<file path="config.mk">
export PLATFORM = sky130hd
export DESIGN_NAME = load_store_unit
export DESIGN_NICKNAME = d
export VERILOG_FILES = /design/src/rtl/load_store_unit.sv
export SDC_FILE = /design/constraint.sdc
export NUM_CORES = 1
export LEC_CHECK = 0
export CAP_MARGIN = 20
export CORE_MARGIN = 2
export CORE_UTILIZATION = 38
export DETAILED_ROUTE_END_ITERATION = 12
export PLACE_DENSITY = 0.67
export SLEW_MARGIN = 20
export SYNTH_ARGS = -nofsm -noshare
export SYNTH_HDL_FRONTEND = slang
export SYNTH_SLANG_ARGS = --single-unit
export TNS_END_PERCENT = 100
</file>
<file path="constraint.sdc">
create_clock -name clk -period 4.2 [get_ports clk]
set_clock_uncertainty 0.15 [all_clocks]
set_input_delay 0.84 -clock clk [delete_from_list [all_inputs] [get_ports clk]]
set_output_delay 0.84 -clock clk [all_outputs]
set_load 0.1 [all_outputs]
</file>
<file path="src/rtl/load_store_unit.sv">
// Load/store unit between the core FSM and a word-wide synchronous-read block RAM.
// Loads use a two-cycle read path; sub-word stores do a read-modify-write.
module load_store_unit #(
    parameter int RAM_AWIDTH = 10,
    parameter int MEM_OPW    = 8
) (
    input  logic                  clk,
    input  logic                  rst,
    input  logic                  req,
    input  logic [31:0]           mem_addr,
    input  logic [MEM_OPW-1:0]    mem_op,
    input  logic [31:0]           mem_data_in,
    output logic                  busy,
    output logic                  done,
    output logic                  err,
    output logic [31:0]           mem_data_out,
    output logic [RAM_AWIDTH-1:0] ram_addr,
    output logic                  ram_wren,
    output logic [31:0]           ram_wdata,
    input  logic [31:0]           ram_rdata
);

    typedef enum logic [1:0] {
        S_IDLE = 2'd0,
        S_RD   = 2'd1,
        S_CAP  = 2'd2,
        S_WR   = 2'd3
    } state_t;

    localparam logic [MEM_OPW-1:0] OP_NONE = MEM_OPW'(4'd0);
    localparam logic [MEM_OPW-1:0] OP_LB   = MEM_OPW'(4'd1);
    localparam logic [MEM_OPW-1:0] OP_LH   = MEM_OPW'(4'd2);
    localparam logic [MEM_OPW-1:0] OP_LW   = MEM_OPW'(4'd3);
    localparam logic [MEM_OPW-1:0] OP_LBU  = MEM_OPW'(4'd4);
    localparam logic [MEM_OPW-1:0] OP_LHU  = MEM_OPW'(4'd5);
    localparam logic [MEM_OPW-1:0] OP_SB   = MEM_OPW'(4'd6);
    localparam logic [MEM_OPW-1:0] OP_SH   = MEM_OPW'(4'd7);
    localparam logic [MEM_OPW-1:0] OP_SW   = MEM_OPW'(4'd8);

    state_t                  state_r, state_nx_s;
    logic [MEM_OPW-1:0]      op_r, op_nx_s;
    logic [1:0]              lane_r, lane_nx_s;
    logic [15:0]             sdata_r, sdata_nx_s;
    logic                    busy_r, busy_nx_s;
    logic                    done_r, done_nx_s;
    logic                    err_r, err_nx_s;
    logic [31:0]             dout_r, dout_nx_s;
    logic [RAM_AWIDTH-1:0]   ram_addr_r, ram_addr_nx_s;
    logic                    ram_wren_r, ram_wren_nx_s;
    logic [31:0]             ram_wdata_r, ram_wdata_nx_s;
    logic                    acc_bad_s;

    // Pick the addressed lane out of a RAM word and extend it as the op asks.
    function automatic logic [31:0] load_extract(input logic [MEM_OPW-1:0] op,
                                                 input logic [1:0] lane,
                                                 input logic [31:0] word);
        logic [7:0]  b;
        logic [15:0] h;
        logic [31:0] res;
        case (lane)
            2'd0:    b = word[7:0];
            2'd1:    b = word[15:8];
            2'd2:    b = word[23:16];
            default: b = word[31:24];
        endcase
        h = lane[1] ? word[31:16] : word[15:0];
        case (op)
            OP_LB:   res = {{24{b[7]}}, b};
            OP_LBU:  res = {24'd0, b};
            OP_LH:   res = {{16{h[15]}}, h};
            OP_LHU:  res = {16'd0, h};
            default: res = word;
        endcase
        return res;
    endfunction

    // Replace the addressed byte or half of an old RAM word with store data.
    function automatic logic [31:0] store_merge(input logic [MEM_OPW-1:0] op,
                                                input logic [1:0] lane,
                                                input logic [15:0] sd,
                                                input logic [31:0] word);
        logic [31:0] res;
        res = word;
        if (op == OP_SB) begin
            case (lane)
                2'd0:    res[7:0]   = sd[7:0];
                2'd1:    res[15:8]  = sd[7:0];
                2'd2:    res[23:16] = sd[7:0];
                default: res[31:24] = sd[7:0];
            endcase
        end else if (op == OP_SH) begin
            if (lane[1]) res[31:16] = sd;
            else         res[15:0]  = sd;
        end else begin
            res = word;
        end
        return res;
    endfunction

    // Request rejection checks, in priority order.
    always_comb begin
        acc_bad_s = 1'b0;
        if ((mem_op == OP_NONE) || (mem_op > OP_SW)) begin
            acc_bad_s = 1'b1;
        end else if ((mem_addr >> (RAM_AWIDTH + 2)) != 32'd0) begin
            acc_bad_s = 1'b1;
        end else if (((mem_op == OP_LH) || (mem_op == OP_LHU) || (mem_op == OP_SH)) && mem_addr[0]) begin
            acc_bad_s = 1'b1;
        end else if (((mem_op == OP_LW) || (mem_op == OP_SW)) && (mem_addr[1:0] != 2'b00)) begin
            acc_bad_s = 1'b1;
        end else begin
            acc_bad_s = 1'b0;
        end
    end

    // Next-state logic.
    always_comb begin
        state_nx_s = state_r;
        case (state_r)
            S_IDLE: begin
                if (req && !acc_bad_s) state_nx_s = (mem_op == OP_SW) ? S_WR : S_RD;
                else                   state_nx_s = S_IDLE;
            end
            S_RD:    state_nx_s = S_CAP;
            S_CAP:   state_nx_s = ((op_r == OP_SB) || (op_r == OP_SH)) ? S_WR : S_IDLE;
            S_WR:    state_nx_s = S_IDLE;
            default: state_nx_s = S_IDLE;
        endcase
    end

    // Next values of the registered outputs and latched request fields.
    always_comb begin
        op_nx_s        = op_r;
        lane_nx_s      = lane_r;
        sdata_nx_s     = sdata_r;
        done_nx_s      = 1'b0;
        err_nx_s       = 1'b0;
        dout_nx_s      = dout_r;
        ram_addr_nx_s  = ram_addr_r;
        ram_wren_nx_s  = 1'b0;
        ram_wdata_nx_s = ram_wdata_r;
        case (state_r)
            S_IDLE: begin
                if (req && acc_bad_s) begin
                    done_nx_s = 1'b1;
                    err_nx_s  = 1'b1;
                end else if (req) begin
                    op_nx_s       = mem_op;
                    lane_nx_s     = mem_addr[1:0];
                    sdata_nx_s    = mem_data_in[15:0];
                    ram_addr_nx_s = mem_addr[RAM_AWIDTH+1:2];
                    if (mem_op == OP_SW) begin
                        ram_wdata_nx_s = mem_data_in;
                        ram_wren_nx_s  = 1'b1;
                    end else begin
                        ram_wren_nx_s  = 1'b0;
                    end
                end else begin
                    done_nx_s = 1'b0;
                end
            end
            S_RD: begin
                done_nx_s = 1'b0;
            end
            S_CAP: begin
                if ((op_r == OP_SB) || (op_r == OP_SH)) begin
                    ram_wdata_nx_s = store_merge(op_r, lane_r, sdata_r, ram_rdata);
                    ram_wren_nx_s  = 1'b1;
                end else begin
                    dout_nx_s = load_extract(op_r, lane_r, ram_rdata);
                    done_nx_s = 1'b1;
                end
            end
            S_WR: begin
                done_nx_s = 1'b1;
            end
            default: begin
                done_nx_s = 1'b0;
            end
        endcase
        busy_nx_s = (state_nx_s != S_IDLE);
    end

    // State and output registers with synchronous reset.
    always_ff @(posedge clk) begin
        if (rst) begin
            state_r     <= S_IDLE;
            op_r        <= OP_NONE;
            lane_r      <= 2'd0;
            sdata_r     <= 16'd0;
            busy_r      <= 1'b0;
            done_r      <= 1'b0;
            err_r       <= 1'b0;
            dout_r      <= 32'd0;
            ram_addr_r  <= '0;
            ram_wren_r  <= 1'b0;
            ram_wdata_r <= 32'd0;
        end else begin
            state_r     <= state_nx_s;
            op_r        <= op_nx_s;
            lane_r      <= lane_nx_s;
            sdata_r     <= sdata_nx_s;
            busy_r      <= busy_nx_s;
            done_r      <= done_nx_s;
            err_r       <= err_nx_s;
            dout_r      <= dout_nx_s;
            ram_addr_r  <= ram_addr_nx_s;
            ram_wren_r  <= ram_wren_nx_s;
            ram_wdata_r <= ram_wdata_nx_s;
        end
    end

    assign busy         = busy_r;
    assign done         = done_r;
    assign err          = err_r;
    assign mem_data_out = dout_r;
    assign ram_addr     = ram_addr_r;
    assign ram_wren     = ram_wren_r;
    assign ram_wdata    = ram_wdata_r;

endmodule

</file>
# == Word-level counts from Yosys, hierarchy flattened ==
# Cells that the tools add are included.
# Widths: inputs -> output; s select.
# word_totals
ff_bits,106
input_bits,107
wordCells,89
# op_classes
n_lt_le_gt_ge,1
eq_ne,20
mux,32
n_bitwise,3
n_reduce_logical,22
# ops
cell,count
$mux 32,6
$pmux 32 s4,1
$pmux 32 s2,1
$eq 8x3->1 const B,6
$mux 16,3
$mux 8,4
$reduce_bool 32->1,1
$eq 8x2->1 const B,3
$pmux 8 s3,1
$mux 1,10
$eq 8x1->1 const B,1
$eq 8x4->1 const B,1
$gt 8x4->1 const B,1
$logic_not 8->1,1
$ne 2x2->1 const B,4
$pmux 2 s4,1
$eq 2x2->1 const B,3
$mux 2,3
$reduce_bool 2->1,3
$logic_or 1x1->1,5
$reduce_and 5->1,1
$eq 2x1->1 const B,2
$logic_and 1x1->1,4
$logic_not 2->1,2
8 further kinds,10

# == Depth between registers and ports, before layout ==
# Gate-level depths: netlist of the first run.
# depth
ltp_word,12
mapped_depth,8

# == Least setup slack after synthesis of the first run ==
# OpenSTA, ideal clock, no wires.
# synth_path
path_type,input-to-reg
start,input mem_addr[25]
end,register ram_wdata_r[10] (netlist: ram_wdata[10])
setup_time_ps,122
arrival_time_ps,2280
required_ps,3928
setup_slack_ps,1648
path_stages,7
n_path_buf,2
cell_sequence,nor4_1 > nand4_2 > a311o_1 > a22o_1 > buf_6 > buf_6 > mux2i_1
# synth_via
elab_chain_len,6
# synth_rtl
item,line_no,rtl
start: declaration,10,"input logic [31:0] mem_addr,"
$reduce_bool 32->1,105,end else if ((mem_addr >> (RAM_AWIDTH + 2)) != 32'd0) begin
$mux 1,105,
$mux 1,103,if ((mem_op == OP_NONE) || (mem_op > OP_SW)) begin
$logic_and 1x1->1,144,if (req && acc_bad_s) begin
$ne 2x2->1 (no source line),n/a,
$reduce_and 5->1 (no source line),n/a,
end signal: assignment,209,ram_wdata_r <= ram_wdata_nx_s;
end: declaration,50,"logic [31:0] ram_wdata_r, ram_wdata_nx_s;"
# No other way between the ends.
# A chain may end at the register's enable or synchronous reset.

# == Final worst setup path of the first run ==
# layout_path
start,input mem_op[1]
end,register ram_wdata_r[28] (netlist: ram_wdata[28])
# layout_via
elab_chain_len,10
word_cells_on_any_way,21
classes_between,order compare (1); eq/ne (7); mux (4); reduce/logical (9)
# layout_rtl
item,line_no,rtl
start: declaration,11,"input logic [MEM_OPW-1:0] mem_op,"
"$eq 8x2->1, or another cell as far along",109,end else if (((mem_op == OP_LW) || (mem_op == OP_SW)) && (mem_addr[1:0] != 2'b00)) begin
"$logic_or 1x1->1, on equally long branches","109, 107",
$logic_and 1x1->1 / $logic_or 1x1->1 (equally long branches),"109, 107",
$mux 1 / $logic_and 1x1->1 (equally long branches),"109, 107",
$mux 1,107,end else if (((mem_op == OP_LH) || (mem_op == OP_LHU) || (mem_op == OP_SH)) && mem_addr[0]) begin
$mux 1,105,
$mux 1,103,
$logic_and 1x1->1,144,
$ne 2x2->1 (no source line),n/a,
$reduce_and 5->1 (no source line) *,n/a,
# Mark *: on every way between the ends. The rest lies on a longest branch, timed or not.

==> flow_summary.json, run 1 <==
{
  "critPathRequiredTime_ps": 4330,
  "grt_pass1_wl_um": 32100,
  "end_kind": "flop",
  "num_vias": 6139,
  "synth_nets": 823,
  "avgViaCountPerCell": 5.73,
  "core_area_um2": 15300,
  "rsz0062_at_grt": "false",
  "power_leakage_nw": 3.21,
  "grt_max_degree": 77,
  "cts_resized": 0,
  "maxSlewHeadroom_pct": 31.9,
  "synthArstFlopShare_pct": 0,
  "synth_edf_count": 0,
  "insertedDiodeCount": 0,
  "layout-drive-gt1-share_pct": 6.50,
  "drv_slew": 0,
  "ys_seq_elements": 106,
  "ys_warn_count": 0,
  "p_clk_share_pct": 43.5,
  "drc": 0,
  "first_global_vias": 5869,
  "r2r_start": "op_r[2]",
  "synth_area_per_cell_um2": 8.32,
  "cts_buffers": 9,
  "start_util_pct": 39.0,
  "comb_power_share_pct": 11.7,
  "pwr-share-seq_pct": 44.8,
  "num_rows": 45,
  "post_cts_buffers": 0,
  "ant_nets": 0,
  "switchingPower_mw": 0.522,
  "htreeDepth": 3,
  "antenna_found_initial": 0,
  "clk_latency_ps": 360,
  "status": "completed",
  "fin_crit_ps": 3190,
  "worst_slew_pin_slew_ps": 1020,
  "syn2layout_area_growth_pct": 38.2,
  "yosysSeqAreaShare_pct": 35.6,
  "crit_path_max_fanout": 32,
  "arrival_ps": 3320,
  "globalRouteOverflowTotal": 0,
  "tritoncts": "done",
  "p_int_mw": 1.72,
  "synth.top_cell.area_share_pct": 35.6,
  "worstSetupPathType": "input pin to flop",
  "whs_ps": 328,
  "die_area_um2": 16700,
  "first_iter_violations": 564,
  "hold_viol": 0,
  "num_io_pins": 185,
  "ctsRootBufferMaster": "clkbuf_16",
  "die_y_um": 129,
  "dpl.hpwl_um": 15500,
  "fin_crit_sh_pct": 76.0,
  "portBuffers": 184,
  "cp-start-kind": "input pin",
  "finalPower_mw": 2.24,
  "synth_ff_type": "dfxtp_1",
  "first_pass_iters": 5,
  "cts_max_path_buffers": 2,
  "cts_hold_buf": 0,
  "holdCritPathClass": "flop to flop",
  "grt_usage_pct": 24.8,
  "drv_cap": 0,
  "startpoint": "mem_op[1]",
  "hp-start": "ram_addr[7]",
  "synth_area_leader_cell": "dfxtp_1",
  "p_per_area_nw_per_um2": 273,
  "post_drt_wl_per_cell_um": 19.6,
  "clock-sinks": 106,
  "final_nets": 963,
  "swShare_pct": 23.3,
  "synth.cell_area_um2": 5960,
  "wirelength_um": 21100,
  "fmax_mhz": 313,
  "yosys-top-cells-area": "dfxtp_1, mux2i_1, nor2_1",
  "routabilityCongestion": 0.910,
  "fp.dieW_um": 129,
  "fin_setup_tns_ps": 0,
  "setup_viol": 0,
  "peakVddDrop_v": 0.000166,
  "clk_pin_slew_ps": 70,
  "ys_types": 50,
  "postSynthCellCount": 716
}
[power by group through the flow]
stage          Sequential, mW  Clock [mW]  Combinational, mW
3_5_place_dp             1.03           0              0.257
2_1_floorplan            1.04           0             0.0876
3_3_place_gp             1.03           0              0.255
5_1_grt                  1.01        1.03              0.276
4_1_cts                  1.01       0.986              0.259
6_report                 1.01       0.976              0.261
[synth_stat cells, types with 2 or more instances]
library cell    n
dfxtp_1       106
nor2_1        100
mux2i_1        66
a21oi_1        64
o21ai_0        59
clkbuf_1       50
a211oi_1       42
nand2b_1       37
nand2_1        36
nand3_1        33
a211o_1        16
a311oi_1       16
a221oi_1        8
mux4_2          8
buf_2           7
nor3b_1         7
o221a_2         7
buf_1           5
nor2b_1         5
nor4_1          5
buf_6           4
nand4_1         3
nand4_2         3
a21o_1          2
and2_1          2
[final cells by class]
| cell class | count | area, um^2 |
|---|---|---|
| repair buffers | 195 | 1930 |
| flip-flops and latches | 106 | 2120 |
| well taps | 211 | 264 |
| fillers | 1451 | 7030 |
| inverters | 2 | 7.51 |
| clock buffers | 9 | 225 |
| clock inverters | 7 | 116 |
| multi-input cells | 542 | 3560 |
[layout by cell type (no fill, tap or decap), types with 3 or more instances in the layout]
master	Yosys	final
a211o_1	16	16
a211oi_1	42	42
a21oi_1	64	64
a221oi_1	8	8
a311oi_1	16	16
buf_4	0	11
bufinv_16	0	3
clkbuf_16	0	9
clkdlybuf4s50_1	0	183
dfxtp_1	106	106
mux2i_1	66	66
mux4_2	8	8
nand2_1	36	36
nand2b_1	37	37
nand3_1	33	33
nand4_1	3	3
nand4_2	3	3
nor2_1	100	99
nor2b_1	5	4
nor3b_1	7	7
nor4_1	5	5
o21ai_0	59	59
o221a_2	7	7
[flip-flops by register name, indices dropped and copies added (netlist names), 2 cells and up]
signal and cells:
op_r 8, ram_addr 10, state_r 2, mem_data_out 32, ram_wdata 32, sdata_r 16, lane_r 2
[worst paths after layout]
kind | cells after the start | end | slack, ps
setup / recovery | 6 | ram_wdata[28] | 1010
hold / removal | 2 | ram_addr[7] | 330
setup reg to reg | 5 | ram_wdata[28] | 1130
hold reg to reg | 2 | ram_addr[7] | 330
[worst max-delay path, stage by stage]
cell	delay, ps
clkdlybuf4s50_1	500
nor2b_1	170
o21ai_0	370
a311o_1	300
a22o_2	810
mux2i_1	280
[stage by stage]
stage,utilization (%),setup slack [ps],cell area (um^2),std cells
after floorplan,-,1650,5960,716
after global placement,51.7,749,7890,1056
after detailed placement,51.7,648,7890,1056
after CTS,53.9,1040,8230,1072
after global routing,53.9,841,8230,1072
final,53.9,1010,8230,1072
[cell families after synthesis]
kind of cell              Yosys count  share of synthesized area [%]
AOI/OAI and AO/OA                 225                           24.8
DFF                               106                           35.6
xor gates and xnor gates            1                          0.147
muxes                              75                           14.3
buffers and inverters              68                           4.94
and+or+nand+nor                   241                           20.2
[routing by layer]
metal	wire [um]	share of wire [%]	vias to the layer above	GRT usage (%)
met4	741	3.5	0	11.8
met2	9800	47	297	39.2
met3	1700	8.1	43	5.16
met1	8820	42	2895	32.3
met5	0	0	-	0
li1	-	-	2904	-
Note: power is estimated with default switching activity, not from simulation.
==> inputs of run 2 (changes only) <==
- PLACE_DENSITY: 0.67 -> 0.7
- clock period: 4.2 -> 2.71 ns (I/O delays scaled with it)
==> flow_summary.json, run 2 (synthesis gave the netlist of run 1 again) <==
{
  "pwr-share-seq_pct": 45.5,
  "num_rows": 45,
  "hold_viol": 0,
  "post_drt_wl_per_cell_um": 18.3,
  "final_common_cell": "buf_4",
  "syn2layout_area_growth_pct": 40.6,
  "first_global_vias": 5860,
  "end_kind": "flop",
  "final_design_area_no_fill_um2": 8370,
  "grt_pass1_wl_um": 31300,
  "die_y_um": 129,
  "r2r_end": "mem_data_out[15]",
  "p_int_mw": 2.60,
  "tritoncts": "done",
  "register_area_um2": 2120,
  "switchingPower_mw": 0.827,
  "layout_common_cells": "buf_4, dfxtp_1, clkdlybuf4s50_1",
  "fin_crit_sh_pct": 90.7,
  "multi_input_area_um2": 3560,
  "clock-sinks": 106,
  "drc": 0,
  "comb_power_share_pct": 12.5,
  "maxSlewHeadroom_pct": 60.4,
  "power_leakage_nw": 3.57,
  "swShare_pct": 24.1,
  "p_clk_share_pct": 42.0,
  "cts_buffers": 9,
  "p_per_area_nw_per_um2": 409,
  "setup_viol": 0,
  "wirelength_um": 20400,
  "critPathRequiredTime_ps": 2830,
  "num_vias": 6202,
  "clk_latency_ps": 360,
  "crit_path_max_fanout": 14,
  "fin_setup_tns_ps": 0,
  "rsz0062_at_grt": "false",
  "crit_end": "mem_data_out[15]",
  "ff2ff_setup_slack_ps": 250,
  "antenna_found_initial": 0,
  "avgViaCountPerCell": 5.56,
  "portBuffers": 184,
  "worstSetupPathType": "flop to flop",
  "worst_path_max_delay_cell": "dfxtp_1",
  "first_pass_iters": 7,
  "r2r_start": "op_r[1]",
  "final_nets": 1006,
  "worst_slew_pin_slew_ps": 594,
  "post_cts_buffers": 0,
  "htreeDepth": 3,
  "ctsRootBufferMaster": "clkbuf_16",
  "cts_hold_buf": 0,
  "core_area_um2": 15300,
  "routabilityCongestion": 0.863,
  "reg2reg_depth": 5,
  "fin_cells": 1115,
  "drv_cap": 0,
  "drv_slew": 0,
  "cts_max_path_buffers": 2,
  "insertedDiodeCount": 0,
  "peakVddDrop_v": 0.000285,
  "fillerInstances": 1413,
  "fin_crit_ps": 2460,
  "clk_pin_slew_ps": 70,
  "placed_area_um2": 8060,
  "num_io_pins": 185,
  "holdCritPathClass": "flop to flop",
  "fp.dieW_um": 129,
  "arrival_ps": 2580,
  "cts_resized": 0,
  "start_util_pct": 39.0,
  "startpoint": "op_r[1]",
  "dpl.hpwl_um": 15100,
  "max_stage_delay_ps": 540,
  "die_area_um2": 16700,
  "first_iter_violations": 506,
  "dp.cells": 1099,
  "cp-start-kind": "flop",
  "grt_max_degree": 71,
  "worstPathCellList": "nor3b_1, o211a_1, and2_0, a222oi_1, a211oi_1",
  "fmax_mhz": 407,
  "layout-drive-gt1-share_pct": 19.5,
  "ant_nets": 0,
  "globalRouteOverflowTotal": 0,
  "grt_usage_pct": 24.0,
  "status": "completed"
}
-- run 2: cell count changes in the layout (fill, tap and decap cells not counted) --
cell             before  now
clkbuf_1              0    1
buf_12                1    4
buf_4                11  129
clkdlybuf4s50_1     183  105
clkinv_2              2    1
clkinv_4              0    1
bufinv_16             3    2
-- run 2: how the worst min path moves through the flow --
stage | startpoint | endpoint | slack (ps) | cells past startpoint
floorplan | op_r[3] | op_r[3] | 310 | 2
global placement | ram_addr[0] | ram_addr[0] | 310 | 2
detailed placement | ram_addr[0] | ram_addr[0] | 320 | 2
CTS | ram_addr[0] | ram_addr[0] | 330 | 2
global route | ram_wdata[26] | ram_wdata[26] | 350 | 2
finish | ram_addr[7] | ram_addr[7] | 330 | 2
-- run 2: critical path: cells and delay by family, from the launching register on --
family          cells  cell delay [ps]
simple gates        2              900
compound gates      3              780
flops               1              540
-- run 2: per-layer routing --
layer  GRT usage, %  up-vias  wire [um]
met4           9.97        0        584
met2           39.2      299       9380
met5              0        -          0
met3           4.87       30       1600
li1               -     2995          -
met1           31.1     2878       8820
-- run 2: power groups by stage --
stage / logic [mW] / clock network [mW] / registers (mW)
final: 0.429 / 1.44 / 1.56
after global routing: 0.454 / 1.51 / 1.56
after CTS: 0.425 / 1.46 / 1.56
after detailed placement: 0.423 / 0 / 1.60
after global placement: 0.424 / 0 / 1.60
after floorplan: 0.136 / 0 / 1.61
-- run 2: metrics by stage --
| stage | power [mW] | worst slack (ps) | hold slack, ps | utilization [%] |
|---|---|---|---|---|
| after floorplan | 1.74 | 456 | 314 | - |
| after global placement | 2.02 | 1.18 | 312 | 52.8 |
| after detailed placement | 2.02 | -19.4 | 316 | 52.8 |
| after CTS | 3.44 | 300 | 327 | 54.9 |
| after global routing | 3.52 | 17.7 | 349 | 54.9 |
| final | 3.43 | 251 | 327 | 54.9 |
-- run 2: final cells by class --
type / instances / share of cell area (%)
Inverter: 2 / 0.0896
Clock buffer: 10 / 2.73
Timing Repair Buffer: 238 / 25.1
Tap cell: 211 / 3.15
Multi-Input combinational cell: 542 / 42.5
Clock inverter: 6 / 1.08
Sequential cell: 106 / 25.3
==> inputs of run 3 (changes only) <==
==> constraint.sdc (replaced) <==
create_clock -name clk -period 2.71 [get_ports clk]
set_clock_uncertainty 0.15 [all_clocks]
set_input_delay 0.4065 -clock clk [delete_from_list [all_inputs] [get_ports clk]]
set_output_delay 0.4065 -clock clk [all_outputs]
set_load 0.1 [all_outputs]
==> flow_summary.json, run 3 (synthesis gave the netlist of run 1 again) <==
{
  "portBuffers": 184,
  "layout_common_cells": "buf_4, dfxtp_1, clkdlybuf4s50_1",
  "cts_resized": 0,
  "power_leakage_nw": 3.56,
  "whs_ps": 321,
  "post_drt_wl_per_cell_um": 18.6,
  "first_iter_violations": 540,
  "drc": 0,
  "first_global_vias": 5622,
  "status": "completed",
  "hold_viol": 0,
  "ant_nets": 0,
  "fin_crit_ps": 2380,
  "peakVddDrop_v": 0.000269,
  "worstPathCellList": "buf_4, nor3b_1, o211a_1, and2_0, a221oi_1, a211oi_1",
  "num_vias": 6198,
  "maxSlewHeadroom_pct": 62.0,
  "routabilityCongestion": 0.906,
  "fillerInstances": 1409,
  "end_kind": "flop",
  "core_area_um2": 15300,
  "placed_area_um2": 7980,
  "avgViaCountPerCell": 5.61,
  "clock-sinks": 106,
  "dpl.hpwl_um": 15300,
  "die_y_um": 129,
  "final_common_cell": "buf_4",
  "grt_max_degree": 51,
  "fin_crit_sh_pct": 87.8,
  "fin_ws_ps": 332,
  "final_nets": 996,
  "worst_path_max_delay_cell": "and2_0",
  "crit_end": "mem_data_out[3]",
  "startpoint": "op_r[2]",
  "layout-drive-gt1-share_pct": 18.7,
  "rsz0062_at_grt": "false",
  "syn2layout_area_growth_pct": 40.3,
  "drv_cap": 0,
  "htreeDepth": 3,
  "num_io_pins": 185,
  "final_util_pct": 54.8,
  "reg2reg_depth": 6,
  "antenna_found_initial": 0,
  "globalRouteOverflowTotal": 0,
  "tritoncts": "done",
  "first_pass_iters": 5,
  "r2r_start": "op_r[2]",
  "r2r_end": "mem_data_out[3]",
  "fin_cells": 1105,
  "cts_buffers": 9,
  "cp-start-kind": "flop",
  "clk_pin_slew_ps": 70,
  "die_area_um2": 16700,
  "num_rows": 45,
  "start_util_pct": 39.0,
  "grt_usage_pct": 23.8,
  "setup_viol": 0,
  "final_design_area_no_fill_um2": 8360,
  "wl_met1_um": 8670,
  "post_cts_buffers": 0,
  "clk_latency_ps": 360,
  "wl_met3_um": 1830,
  "arrival_ps": 2500,
  "fin_setup_tns_ps": 0,
  "worst_slew_pin_slew_ps": 567,
  "holdCritPathClass": "input pin to flop",
  "maxUsedRoutingLayer": "met4",
  "finalPower_mw": 3.62,
  "cts_max_path_buffers": 2,
  "dr_wl_met2_um": 9510,
  "cts_hold_buf": 0,
  "p_per_area_nw_per_um2": 433,
  "drv_slew": 0,
  "fp.dieW_um": 129,
  "critPathRequiredTime_ps": 2830,
  "grt_pass1_wl_um": 31000,
  "worstSetupPathType": "flop to flop",
  "insertedDiodeCount": 0,
  "crit_path_max_fanout": 12,
  "ctsRootBufferMaster": "clkbuf_16",
  "fmax_mhz": 420,
  "dp.cells": 1089,
  "ff2ff_setup_slack_ps": 330,
  "pre_cts_slack_ps": 34.9,
  "max_stage_delay_ps": 500,
  "wirelength_um": 20600
}
## run 3: worst min path at each step
stage                   from       endpoint  slack (ps)  cells after the start
3_3_place_gp    ram_wdata[4]   ram_wdata[4]         310                      2
3_5_place_dp   ram_wdata[15]  ram_wdata[15]         320                      2
2_1_floorplan        op_r[3]        op_r[3]         310                      2
4_1_cts                  rst     sdata_r[5]         310                      2
5_1_grt                  rst     sdata_r[4]         340                      2
6_report                 rst     sdata_r[4]         320                      2
## run 3: cell type report
type	instances	area [um^2]	area share (%)
multi-input combinational	542	3560	42.6
tap	211	264	3.16
timing repair buffer	228	2020	24.2
sequential	106	2120	25.4
clock buffer	10	239	2.86
inverter	2	7.51	0.0898
clock inverter	6	136	1.63
## run 3: metal layers
| layer | up-vias | GRT usage, % |
|---|---|---|
| li1 | 2972 | - |
| met1 | 2910 | 31.4 |
| met2 | 284 | 38.1 |
| met3 | 32 | 5.70 |
| met4 | 0 | 8.50 |
| met5 | - | 0 |
## run 3: worst max-delay path: cells and delay by family (launching register included)
kind	cells	cell delay, ps
buffers and inverters	1	170
DFF	1	320
AOI/OAI and AO/OA	3	790
and+or+nand+nor	2	850
## run 3: where the power goes
| part | switching (mW) | total [mW] | internal (mW) |
|---|---|---|---|
| clock network | 0.615 | 1.64 | 1.03 |
| logic | 0.201 | 0.420 | 0.219 |
| registers | 0.000631 | 1.56 | 1.56 |
